## src/rtl/circle_path_ctrl_pkg.sv

```systemverilog
// Shared constants and helpers for the rotating-circle animation controller.
package circle_pkg;

   localparam logic ROW_TOP    = 1'b1;
   localparam logic ROW_BOTTOM = 1'b0;

   // Digit index and row that a perimeter position lights up.
   typedef struct packed {
      logic [31:0] idx;
      logic        row;
   } pos_map_t;

   // Bits needed to hold a perimeter position 0 .. 2*n-1.
   function automatic int pos_width(input int n);
      return $clog2(2 * n);
   endfunction

   // Positions 0..n-1 walk the top row left to right (leftmost digit is n-1);
   // positions n..2n-1 walk the bottom row right to left.
   function automatic pos_map_t pos_map(input logic [31:0] p, input logic [31:0] n);
      pos_map_t m;
      if (p < n) begin
         m.idx = n - 32'd1 - p;
         m.row = ROW_TOP;
      end else begin
         m.idx = p - n;
         m.row = ROW_BOTTOM;
      end
      return m;
   endfunction

endpackage

```

## src/rtl/circle_path_ctrl_if.sv

```systemverilog
// Control and display-drive signals between the animation controller and its user.
interface circle_path_if
   import circle_pkg::*;
#(
   parameter int NUM_DIGITS = 4
);
   localparam int PW = pos_width(NUM_DIGITS);

   logic                  run;
   logic                  cw;
   logic                  clear;
   logic [NUM_DIGITS-1:0] digit_en;
   logic [NUM_DIGITS-1:0] digit_row;
   logic [PW-1:0]         pos;
   logic                  step;

   // Controlling side: issues run/direction/clear, observes the display drive.
   modport master (
      output run, cw, clear,
      input  digit_en, digit_row, pos, step
   );

   // Controller side.
   modport slave (
      input  run, cw, clear,
      output digit_en, digit_row, pos, step
   );
endinterface

```

## src/rtl/circle_path_ctrl_tick_prescaler.sv

```systemverilog
// Divides the system clock into one-cycle animation ticks; freezes while run is low.
module tick_prescaler #(
   parameter int TICK_DIV = 25_000_000
) (
   input  logic clk,
   input  logic rst_n,
   input  logic run,
   input  logic clear,
   output logic tick
);
   localparam int CW = (TICK_DIV > 1) ? $clog2(TICK_DIV) : 1;
   localparam logic [CW-1:0] LAST = CW'(TICK_DIV - 1);

   logic [CW-1:0] count_q;
   logic [CW-1:0] count_d;

   // Tick is the last count of a running cycle; TICK_DIV=1 keeps count at 0 so every run cycle ticks.
   assign tick = run && (count_q == LAST);

   // Next count: clear wins, otherwise count while running and wrap after the last value.
   always_comb begin
      count_d = count_q;
      if (clear)
         count_d = '0;
      else if (run)
         count_d = (count_q == LAST) ? '0 : count_q + CW'(1);
   end

   // Count register.
   always_ff @(posedge clk or negedge rst_n) begin
      // NOTE: state registers use non-blocking assignments so every flop samples pre-edge values.
      if (!rst_n)
         count_q <= '0;
      else
         count_q <= count_d;
   end
endmodule

```

## src/rtl/circle_path_ctrl.sv

```systemverilog
// Moves a single lit circle around the display perimeter, one position per tick.
module circle_path_ctrl
   import circle_pkg::*;
#(
   parameter int NUM_DIGITS = 4,
   parameter int TICK_DIV   = 25_000_000
) (
   input  logic         clk,
   input  logic         rst_n,
   circle_path_if.slave bus
);
   localparam int PW = pos_width(NUM_DIGITS);
   localparam logic [PW-1:0]         POS_LAST = PW'(2 * NUM_DIGITS - 1);
   localparam logic [NUM_DIGITS-1:0] EN_HOME  = NUM_DIGITS'(1) << (NUM_DIGITS - 1);

   logic                  tick;
   logic [PW-1:0]         pos_q, pos_d;
   logic [NUM_DIGITS-1:0] en_q, en_d;
   logic [NUM_DIGITS-1:0] row_q, row_d;
   logic                  step_q;
   pos_map_t              map_d;

   tick_prescaler #(.TICK_DIV(TICK_DIV)) u_prescaler (
      .clk   (clk),
      .rst_n (rst_n),
      .run   (bus.run),
      .clear (bus.clear),
      .tick  (tick)
   );

   // Next position from the direction sampled on this tick, and its display decode.
   always_comb begin
      if (bus.cw)
         pos_d = (pos_q == POS_LAST) ? '0 : pos_q + PW'(1);
      else
         pos_d = (pos_q == '0) ? POS_LAST : pos_q - PW'(1);
      map_d = pos_map(32'(pos_d), 32'(NUM_DIGITS));
      en_d  = NUM_DIGITS'(1) << map_d.idx;
      row_d = {NUM_DIGITS{map_d.row}};
   end

   // Position, decoded outputs and step pulse; clear overrides a coincident tick.
   always_ff @(posedge clk or negedge rst_n) begin
      if (!rst_n) begin
         pos_q  <= '0;
         en_q   <= EN_HOME;
         row_q  <= {NUM_DIGITS{ROW_TOP}};
         step_q <= 1'b0;
      end else if (bus.clear) begin
         pos_q  <= '0;
         en_q   <= EN_HOME;
         row_q  <= {NUM_DIGITS{ROW_TOP}};
         step_q <= 1'b0;
      end else if (tick) begin
         pos_q  <= pos_d;
         en_q   <= en_d;
         row_q  <= row_d;
         step_q <= 1'b1;
      end else begin
         step_q <= 1'b0;
      end
   end

   assign bus.pos       = pos_q;
   assign bus.digit_en  = en_q;
   assign bus.digit_row = row_q;
   assign bus.step      = step_q;
endmodule

```

## src/flat_wrapper.sv

```systemverilog
// flat-port wrapper written by rule: the top's interface ports become plain ports
module circle_path_ctrl_flat import circle_pkg::*;
#(
   parameter int NUM_DIGITS = 4,
   parameter int TICK_DIV   = 25_000_000
)
  (clk, rst_n, bus_run, bus_cw, bus_clear, bus_digit_en, bus_digit_row, bus_pos, bus_step);
  circle_path_if #(.NUM_DIGITS(NUM_DIGITS)) bus_i ();
  input  logic clk;
  input  logic rst_n;
  input wire logic [$bits(bus_i.run)-1:0] bus_run;
  input wire logic [$bits(bus_i.cw)-1:0] bus_cw;
  input wire logic [$bits(bus_i.clear)-1:0] bus_clear;
  output wire logic [$bits(bus_i.digit_en)-1:0] bus_digit_en;
  output wire logic [$bits(bus_i.digit_row)-1:0] bus_digit_row;
  output wire logic [$bits(bus_i.pos)-1:0] bus_pos;
  output wire logic [$bits(bus_i.step)-1:0] bus_step;
  assign bus_i.run = bus_run;
  assign bus_i.cw = bus_cw;
  assign bus_i.clear = bus_clear;
  assign bus_digit_en = bus_i.digit_en;
  assign bus_digit_row = bus_i.digit_row;
  assign bus_pos = bus_i.pos;
  assign bus_step = bus_i.step;
  circle_path_ctrl #(.NUM_DIGITS(NUM_DIGITS), .TICK_DIV(TICK_DIV)) u_core (.clk(clk), .rst_n(rst_n), .bus(bus_i));
endmodule
```

## config.mk

```make
export PLATFORM = sky130hd
export DESIGN_NAME = circle_path_ctrl_flat
export DESIGN_NICKNAME = d
export VERILOG_FILES = /design/src/rtl/circle_path_ctrl_pkg.sv /design/src/rtl/circle_path_ctrl_if.sv /design/src/rtl/circle_path_ctrl_tick_prescaler.sv /design/src/rtl/circle_path_ctrl.sv /design/src/flat_wrapper.sv
export SDC_FILE = /design/constraint.sdc
export NUM_CORES = 1
export LEC_CHECK = 0
export CELL_PAD_IN_SITES_DETAIL_PLACEMENT = 0
export CELL_PAD_IN_SITES_GLOBAL_PLACEMENT = 1
export CORE_MARGIN = 2
export CORE_UTILIZATION = 44
export CTS_CLUSTER_DIAMETER = 60
export DETAILED_ROUTE_END_ITERATION = 10
export DONT_BUFFER_PORTS = 1
export PLACE_DENSITY = 0.74
export SYNTH_ARGS = -nofsm -noshare
export SYNTH_HDL_FRONTEND = slang
export SYNTH_SLANG_ARGS = --single-unit
```

## constraint.sdc

```tcl
create_clock -name clk -period 2 [get_ports clk]
set_input_delay 0.4 -clock clk [delete_from_list [all_inputs] [get_ports clk]]
set_output_delay 0.4 -clock clk [all_outputs]
set_load 0.03 [all_outputs]
```

==> summary.md, run 1 <==
| Metric | Value |
|---|---|
| Layout area overhead | `21.82%` |
| Worst path cell trace | `or4b_4 > nor4_4 > nand4_1 > buf_4 > buf_4 > nor2_1` |
| I/O pin count | `17` |
| Crit Path Max Fanout | `6` |
| Post-Syn Nets | `between 200 and 250` |
| Crit path time final | `1969 ps` |
| Clk_lat worst skew | `between 200 and 300 ps` |
| Mapped Area | `1984 µm²` |
| Status | `finished clean` |
| Overall routing resource usage | `0.1919` |
| Synth area leaders | `dfrtp_1 (40%), nor2_1 (6.2%), xor2_1 (3.5%)` |
| CTS buffer count | `5` |
| Combinational fraction of design power | `0.047` |
| Synthesized instance count | `213` |
| Final instance area | `2417 µm²` |
| Peak Freq | `around 510 MHz` |
| Drt total wl | `4.722 mm` |
| Via density | `5.761` |
| Slew HR | `0.7351` |
| Worst VDD drop | `roughly 0.32 mV` |
| Non-Filler Instances | `roughly 290` |
| Wire length per cell | `16.12 µm` |
| Post-synthesis sequential area ratio | `0.4300` |
| Die area | `5063 µm²` |
| Final Max Slew Viols | `0` |
| Yosys warns | `0` |
| Synth cell count leaders | `nor2_1 (33), dfrtp_1 (32), nand2_1 (18)` |
| Clock tree buffer depth | `2` |
| Drt pass-1 iters | `4` |
| Die H | `71.16 µm` |
| Worst setup margin | `31.36 ps` |
| Worst Clk Skew | `7.922 ps` |
| Placer Congestion | `0.8501` |
| HP Class | `in2reg` |
| # nets final | `250` |
| Dpl cells | `273` |
| Post-Route Setup TNS | `0 ps` |
| CP bufs+invs | `2` |
| CP Class | `reg2reg` |
| Root Buffer | `clkbuf_8` |
| Fillers | `390` |
| Post-synth top area share | `0.4035` |
| Post-synth ARST share | `1.000` |
| # diodes | `0` |
| Leakage | `around 1 nW` |
| Worst-Margin Slew | `397.0 ps` |
| Grt ovf | `0` |
| Largest net degree at the start of global routing | `35` |
| Cell mode on critical path | `buf_4` |
| Initial antenna violation count | `0` |
| Internal | `roughly 0.0011 W` |
| Unrepaired setup endpoints after global routing | `yes` |
| Crit-path max cell delay | `570 ps` |
| Die width | `a little over 70 µm` |
| CTS tree | `yes` |
| DRT antenna net count | `0` |
| Worst-path clk slew | `about 70 ps` |
| Endpoints failing hold | `0` |
| Post-DP HPWL | `3.333 mm` |
| DR vias | `1688` |
| Most frequent cell after synthesis | `nor2_1` |
| Distinct cells, synth | `between 40 and 50` |
| Worst path arrival time | `around 2200 ps` |
| Seq pwr share | `0.495` |
| Main synth FF type | `dfrtp_1` |
| DRC viols | `0` |
| H-tree lvl count | `2` |
| Row count | `24` |
| CP top delay family | `simple AND/OR/NAND/NOR gates` |
| Core area | `4354 µm²` |
| Crit start category | `flip-flop` |
| Worst EP required | `2210 ps` |
| Number of global-route vias before repair | `around 1600` |
| Clock share of power | `0.458` |
| Critical path's slowest cell | `or4b_4` |
| Power Dens Cells | `580.1 nW/µm²` |
| Sw Share | `0.1978` |
| DR iter-0 viols | `100` |
| Crit. End Element | `flip-flop` |
| Worst Hold Slack | `173.5 ps` |
| Max_cap viols | `0` |
| Post-synth EDFFs | `0` |
| Sink Count | `34` |
| Share of layout cells above drive strength 1 | `0.2531` |
| Synthesized flop and latch total | `34` |
| Starting density of the core | `0.4557` |
| Final setup fails | `0` |
| Area after DPL | `roughly 2100 µm²` |
| Post-Place Worst Slack | `-12.52 ps` |
| Footprint of the multi-input gates | `1117 µm²` |
| Tcrit/Tclk final | `0.9843` |
| First-pass GRT wire length | `7.631 mm` |
| Synthesized area per cell | `about 9.3 µm²` |
| Synth area leader | `dfrtp_1` |
| Sequential Area | `between 800 and 900 µm²` |
| Net switching power figure | `0.0002774 W` |
| Port Buf Inserts | `0` |
==> layout by cell type (no fill, tap or decap), types with 2 or more instances in the layout <==
master    count
nand2_1      17
buf_4        23
or3_1         2
xnor2_1       7
a211oi_2      3
buf_12        2
mux2i_1       5
clkbuf_8      6
o21ai_0       5
nand3_1      10
nor3_1        4
buf_6         2
a21oi_1       6
or4_1         4
nand2b_1      2
o21a_1        5
inv_1         4
ha_2          2
xor2_1        8
ha_1          3
nor2_2        2
nand4_1      10
nor2_1       32
and2_1        5
a311oi_1      3
dfstp_2       2
and4_1        2
dfrtp_1      31
and3_1        4
and4_4        2
==> cells by family after synthesis <==
logic type / after synthesis / synth area share
muxes: 6 / 0.03090
adders and majority gates: 5 / 0.03153
and+or+nand+nor: 108 / 0.2856
buffers and inverters: 14 / 0.04097
AOI/OAI and AO/OA: 31 / 0.1148
DFF: 34 / 0.4300
xor gates and xnor gates: 15 / 0.06621
==> state kept, by name, summed over array words and instances (netlist names) <==
name	cells
u_core.bus.digit_en	4
u_core.u_prescaler.count_q	25
u_core.bus.pos	3
u_core.bus.step	1
u_core.bus.digit_row	1
==> per-stage QoR <==
| stage | util | total power [W] |
|---|---|---|
| 2_1_floorplan | - | 0.0007402 |
| 3_3_place_gp | 0.4908 | 0.0007475 |
| 3_5_place_dp | 0.4908 | 0.0007496 |
| 4_1_cts | 0.5261 | 0.001421 |
| 5_1_grt | 0.5552 | 0.001465 |
| 6_report | 0.5552 | 0.001402 |
==> layer usage <==
layer | part of all wire | vias up | global-route usage
met4 | 0.029 | 0 | 0.07757
met1 | 0.45 | 824 | 0.2355
met5 | 0 | - | 0
li1 | - | 813 | -
met3 | 0.034 | 11 | 0.04843
met2 | 0.49 | 40 | 0.3220
==> path summary, 6_finish.rpt <==
kind | start | slack, ps | end | cells past startpoint
worst max-delay path | u_core.u_prescaler.count_q[17] | 30 | u_core.bus.step | 6
max in group asynchronous | rst_n | 1190 | u_core.bus.digit_en[3] | 2
min in group asynchronous | rst_n | 560 | u_core.u_prescaler.count_q[2] | 2
worst min-delay path | bus_clear | 170 | u_core.u_prescaler.count_q[0] | 1
worst max register to register | u_core.u_prescaler.count_q[17] | 30 | u_core.bus.step | 6
worst min register to register | u_core.bus.digit_row[2] | 510 | u_core.bus.digit_row[2] | 2
==> final cells by class <==
cell class	count	area share
clock buffers	7	0.03571
clock inverters	1	0.01242
inverters	5	0.007764
multi-input cells	166	0.4622
flip-flops and latches	34	0.3535
well taps	52	0.02692
repair buffers	28	0.1014
==> what timing repair did <==
action,4_1_cts,5_1_grt
cloned,0,1
hold endpoints to repair,34,0
resized for setup,0,17
pin swaps,1,7
setup buffers,1,8
hold buffers,2,0
setup endpoints to repair,2,24
==> power groups by stage <==
stage | sequential (W) | clock [W] | combinational [W]
CTS | 0.000693 | 0.000663 | 0.0000654
global placement | 0.000706 | 0 | 0.0000416
finish | 0.000694 | 0.000643 | 0.0000662
global route | 0.000693 | 0.000698 | 0.0000739
floorplan | 0.000706 | 0 | 0.0000340
detailed placement | 0.000706 | 0 | 0.0000433
Note: power is estimated with default switching activity, not from simulation.
==> inputs of run 2 (changes only) <==
Settings changed: CAP_MARGIN from default to 20, CORE_UTILIZATION 44 to 52, PLACE_DENSITY 0.74 to 0.82, SLEW_MARGIN from default to 10.
Clock period 2 ns to 2.35 ns, I/O delays scaled along.
==> run 2 against run 1 <==
  * Register-to-register slack better by 190 ps
  * Critical path depth is 2 higher
  * Flip-flop and latch count stayed put
  * Sequential power is 15% lower
  * Combinational power is 34% lower
  * Clock skew is 3.4 ps lower
  * Worst setup slack better by 190 ps
  * Cell count is 8.9% lower
  * Critical path type unchanged
  * Critical endpoint is now u_core.bus.digit_en[1]
  * Largest cell class unchanged
==> summary.md, run 2 (synthesis gave the netlist of run 1 again) <==
| Metric | Value |
|---|---|
| Status | `finished clean` |
| Number of global-route vias before repair | `about 1600` |
| # diodes | `0` |
| First-pass GRT wire length | `approximately 7.2 mm` |
| Worst EP required | `about 2600 ps` |
| Post-DP HPWL | `2.965 mm` |
| Worst Clk Skew | `4.484 ps` |
| Die width | `about 66 µm` |
| Peak Freq | `470.6 MHz` |
| Commonest non-fill, non-tap cell in the layout | `nor2_1` |
| DRC viols | `0` |
| Leakage | `0.9089 nW` |
| Max_cap viols | `0` |
| Port Buf Inserts | `0` |
| Biggest register | `u_core.u_prescaler.count_q` |
| Total power | `between 0.001 and 0.0015 W` |
| Final Max Slew Viols | `0` |
| Die area | `between 4000 and 5000 µm²` |
| Share of layout cells above drive strength 1 | `0.1324` |
| Wire length per cell | `15.71 µm` |
| CP Class | `reg2reg` |
| Setup repair bufs after CTS | `0` |
| Row count | `22` |
| Power Dens Cells | `between 500 and 600 nW/µm²` |
| # nets final | `228` |
| DR iter-0 viols | `57` |
| Grt ovf | `0` |
| Worst setup margin | `225.1 ps` |
| Starting density of the core | `0.5420` |
| Worst VDD drop | `0.3079 mV` |
| Post-Route Setup TNS | `0 ps` |
| Worst-Margin Slew | `~610 ps` |
| DR vias | `~1500` |
| Final setup fails | `0` |
| Crit path time final | `~2100 ps` |
| Root Buffer | `clkbuf_8` |
| Slew HR | `0.5948` |
| Fillers | `around 310` |
| Worst-path clk slew | `70 ps` |
| Initial antenna violation count | `0` |
| Tcrit/Tclk final | `0.9042` |
| CTS buffer count | `5` |
| Post-Place Worst Slack | `221.9 ps` |
| Largest net degree at the start of global routing | `33` |
| Overall routing resource usage | `0.2178` |
| RR Startpoint | `u_core.bus.pos[1]` |
| DRT antenna net count | `0` |
| CTS tree | `yes` |
| Drt pass-1 iters | `4` |
| Endpoints failing hold | `0` |
| Crit Path Max Fanout | `7` |
| Via density | `about 5.8` |
| Worst path arrival time | `approximately 2300 ps` |
| Setup crit start | `u_core.bus.pos[1]` |
| Sink Count | `34` |
| Clock tree buffer depth | `2` |
| HP Class | `in2async` |
| Unrepaired setup endpoints after global routing | `no` |
| Core area | `3661 µm²` |
| Placer Congestion | `0.8178` |
| Clk_lat worst skew | `slightly below 300 ps` |
| Crit start category | `flip-flop` |
| H-tree lvl count | `2` |
| Drt total wl | `4.195 mm` |
| Die H | `approximately 66 µm` |
| CTS resizes | `0` |
| Layout area overhead | `8.638%` |
| Crit. End Element | `flip-flop` |
| Most frequent cells in the layout | `nor2_1 (33), dfrtp_1 (32), nand2_1 (18)` |
| Final Util | `0.5889` |
| I/O pin count | `17` |
| Max reg flops | `25` |
[run 2: changes by cell type in the layout (fill, tap and decap cells not counted), sizes merged]
cell,delta
buf,-20
dlygate4sd3,-1
clkinv,+2
clkbuf,-2
and4,-1
[run 2: area by class of cell]
class,count,area (µm²),area share
Timing Repair Buffer,7,65.06,0.03018
Inverter,5,18.77,0.008706
Multi-Input combinational cell,165,1050,0.4869
Sequential cell,34,853.3,0.3958
Clock buffer,5,68.82,0.03192
Tap cell,48,60.06,0.02786
Clock inverter,3,40.04,0.01857
[run 2: per-stage QoR]
step / instances / hold slack (ps) / instance area, µm²
5_1_grt: 267 / 5.129 / 2156
2_1_floorplan: 213 / 174.4 / 1984
6_report: 267 / 5.373 / 2156
3_5_place_dp: 258 / 175.1 / 2027
3_3_place_gp: 258 / 175.4 / 2027
4_1_cts: 267 / 8.226 / 2156
[run 2: worst max-delay path, cell delays in order (launching register included)]
cell	delay [ps]
dfrtp_1	380
buf_4	180
inv_1	70
ha_1	280
nor2b_1	140
a22oi_1	430
nor2b_1	240
mux2i_1	100
a211oi_2	210
[run 2: final timing paths]
| kind | end | slack (ps) | cells after the start |
|---|---|---|---|
| worst min-delay path | u_core.u_prescaler.count_q[11] | 5 | 1 |
| min in group clk | u_core.bus.digit_en[1] | 230 | 1 |
| max in group asynchronous | u_core.bus.pos[0] | 2180 | 1 |
| worst max register to register | u_core.bus.digit_en[1] | 230 | 8 |
| worst max-delay path | u_core.bus.digit_en[1] | 230 | 8 |
| worst min register to register | u_core.u_prescaler.count_q[20] | 520 | 1 |
[run 2: timing repair]
item	CTS	global route
hold buffers	1	0
endpoints found under the setup margin	0	0
hold endpoints to repair	32	0
[run 2: report_power, final]
part	internal [W]	total (W)	switching, W
registers	0.000588	0.000591	0.00000287
logic	0.0000158	0.0000437	0.0000279
clock network	0.000312	0.000527	0.000215
total	0.000915	0.00116	0.000246
[run 2: layer usage]
metal	track usage	vias up	wire [µm]	part of all wire
met1	0.2649	754	1896	0.45
met4	0.06510	0	49	0.012
met2	0.3851	24	2085	0.50
met3	0.04600	5	164	0.039
li1	-	766	-	-
met5	0	-	0	0
==> inputs of run 3 (changes only) <==
Settings changed: CELL_PAD_IN_SITES_GLOBAL_PLACEMENT 1 to 2, CORE_UTILIZATION 52 to 42, PLACE_DENSITY 0.82 to 0.81, REMOVE_ABC_BUFFERS from default to 1.
==> run 3 against run 2 <==
  * Clock skew is 2.2 ps higher
  * Worst setup slack better by 42 ps
  * Critical path depth is 3 lower
  * Flip-flop and latch count stayed put
  * Largest cell class unchanged
  * Largest power group unchanged
==> summary.md, run 3 (synthesis gave the netlist of run 1 again) <==
| Metric | Value |
|---|---|
| DRC viols | `0` |
| Layout area overhead | `8.638%` |
| Worst-path clk slew | `60 ps` |
| Hold_sp | `bus_clear` |
| Final setup fails | `0` |
| Area after DPL | `2034 µm²` |
| Final Util | `0.4657` |
| I/O pin count | `17` |
| Status | `finished clean` |
| Power Dens Cells | `500.0 nW/µm²` |
| Worst VDD drop | `0.3528 mV` |
| Unrepaired setup endpoints after global routing | `no` |
| Crit path time final | `~2100 ps` |
| Drt total wl | `about 4.5 mm` |
| Worst R2R Setup Slack | `270 ps` |
| Worst setup margin | `around 270 ps` |
| Worst Clk Skew | `6.703 ps` |
| CTS buffer count | `5` |
| Tcrit/Tclk final | `0.8864` |
| GR Util met1 | `0.2777` |
| Starting density of the core | `0.4286` |
| Number of global-route vias before repair | `1531` |
| Port Buf Inserts | `0` |
| CTS tree | `yes` |
| Overall routing resource usage | `0.1908` |
| Post-DP HPWL | `3.142 mm` |
| CP Class | `reg2reg` |
| Non-Filler Instances | `274` |
| # diodes | `0` |
| CP top delay family | `simple AND/OR/NAND/NOR gates` |
| Post-Place Worst Slack | `273.8 ps` |
| RR Startpoint | `u_core.u_prescaler.count_q[7]` |
| Clock tree buffer depth | `2` |
| Endpoints failing hold | `0` |
| Most frequent cells in the layout | `nor2_1 (33), dfrtp_1 (32), nand2_1 (18)` |
| Share of layout cells above drive strength 1 | `0.1273` |
| M3 GR Usage | `0.04834` |
| Setup repair bufs after CTS | `0` |
| Crit Path Max Fanout | `12` |
| GR Util met2 | `0.2727` |
| Most used routing layer | `met1` |
| Wire length per cell | `16.29 µm` |
| Crit-path max cell delay | `approximately 550 ps` |
| Final Max Slew Viols | `0` |
| Die area | `5290 µm²` |
| Core area | `4629 µm²` |
| DR vias | `1584` |
| DRT antenna net count | `0` |
| Crit start category | `flip-flop` |
| Commonest non-fill, non-tap cell in the layout | `nor2_1` |
| Critical path's slowest cell | `or4b_4` |
| CTS resizes | `0` |
| R2R Path End | `u_core.u_prescaler.count_q[9]` |
| Die H | `~73 µm` |
| # nets final | `229` |
| Worst EP required | `2500 ps` |
| Final instance area | `~2200 µm²` |
| Crit. End Element | `flip-flop` |
| Slew HR | `0.5994` |
| WHS Endpoint | `u_core.bus.digit_en[2]` |
| FF-to-FF path depth | `5` |
| Hold path depth | `1` |
| First-pass GRT wire length | `7.700 mm` |
| Worst path cell trace | `or4b_4 > nor4_4 > nand4_1 > nand2_1 > nor2_1` |
| Worst-Margin Slew | `600.8 ps` |
| Drt pass-1 iters | `4` |
| Hold buffer count at cts | `1` |
| DR iter-0 viols | `54` |
| Largest net degree at the start of global routing | `33` |
| Max reg flops | `25` |
| H-tree lvl count | `2` |
| Die width | `72.74 µm` |
| Row count | `25` |
| Peak Freq | `480.1 MHz` |
| HP Class | `in2reg` |
| Max_cap viols | `0` |
| Dpl cells | `264` |
| Via density | `a little under 6` |
| Post-Route Setup TNS | `0 ps` |
| CP bufs+invs | `0` |
| Biggest register | `u_core.u_prescaler.count_q` |
| Root Buffer | `clkbuf_8` |
| Sink Count | `34` |
| Clk_lat worst skew | `between 200 and 300 ps` |
| Worst path arrival time | `2230 ps` |
| Grt ovf | `0` |
| Leakage | `around 0.90 nW` |
| Placer Congestion | `0.7880` |
| Initial antenna violation count | `0` |
run 3: layout make-up:
class	count	area [µm²]
Inverter	5	18.77
Clock inverter	1	5.005
Timing Repair Buffer	8	75.07
Tap cell	54	67.56
Sequential cell	34	853.3
Clock buffer	7	86.33
Fill cell	453	2474
Multi-Input combinational cell	165	1050
run 3: worst max path at each step:
| stage | endpoint | slack [ps] | startpoint | cells after the start |
|---|---|---|---|---|
| after floorplan | u_core.bus.digit_en[3] | 240 | u_core.bus.pos[0] | 7 |
| after global placement | u_core.u_prescaler.count_q[3] | 370 | u_core.u_prescaler.count_q[17] | 5 |
| after detailed placement | u_core.u_prescaler.count_q[9] | 270 | u_core.u_prescaler.count_q[17] | 5 |
| after CTS | u_core.u_prescaler.count_q[9] | 260 | u_core.u_prescaler.count_q[17] | 5 |
| after global routing | u_core.u_prescaler.count_q[9] | 60 | u_core.u_prescaler.count_q[0] | 6 |
| final | u_core.u_prescaler.count_q[9] | 270 | u_core.u_prescaler.count_q[7] | 5 |
run 3: report_power, final:
part           internal, W  leakage [nW]  switching, W   total, W
clock network     0.000236        0.0482      0.000205   0.000441
registers         0.000588         0.467    0.00000326   0.000591
logic            0.0000155         0.389     0.0000303  0.0000458
total             0.000840         0.904      0.000238    0.00108
run 3: metrics by stage:
stage / power, W / hold WS [ps]
CTS: 0.001096 / 8.887
detailed placement: 0.0006310 / 175.7
global route: 0.001130 / 211.8
finish: 0.001078 / 236.3
global placement: 0.0006293 / 175.4
floorplan: 0.0006222 / 174.4
run 3: metal layers:
| metal | wire [µm] | vias to the layer above |
|---|---|---|
| met4 | 79 | 0 |
| met5 | 0 | - |
| li1 | - | 766 |
| met3 | 177 | 7 |
| met1 | 2167 | 770 |
| met2 | 2039 | 41 |
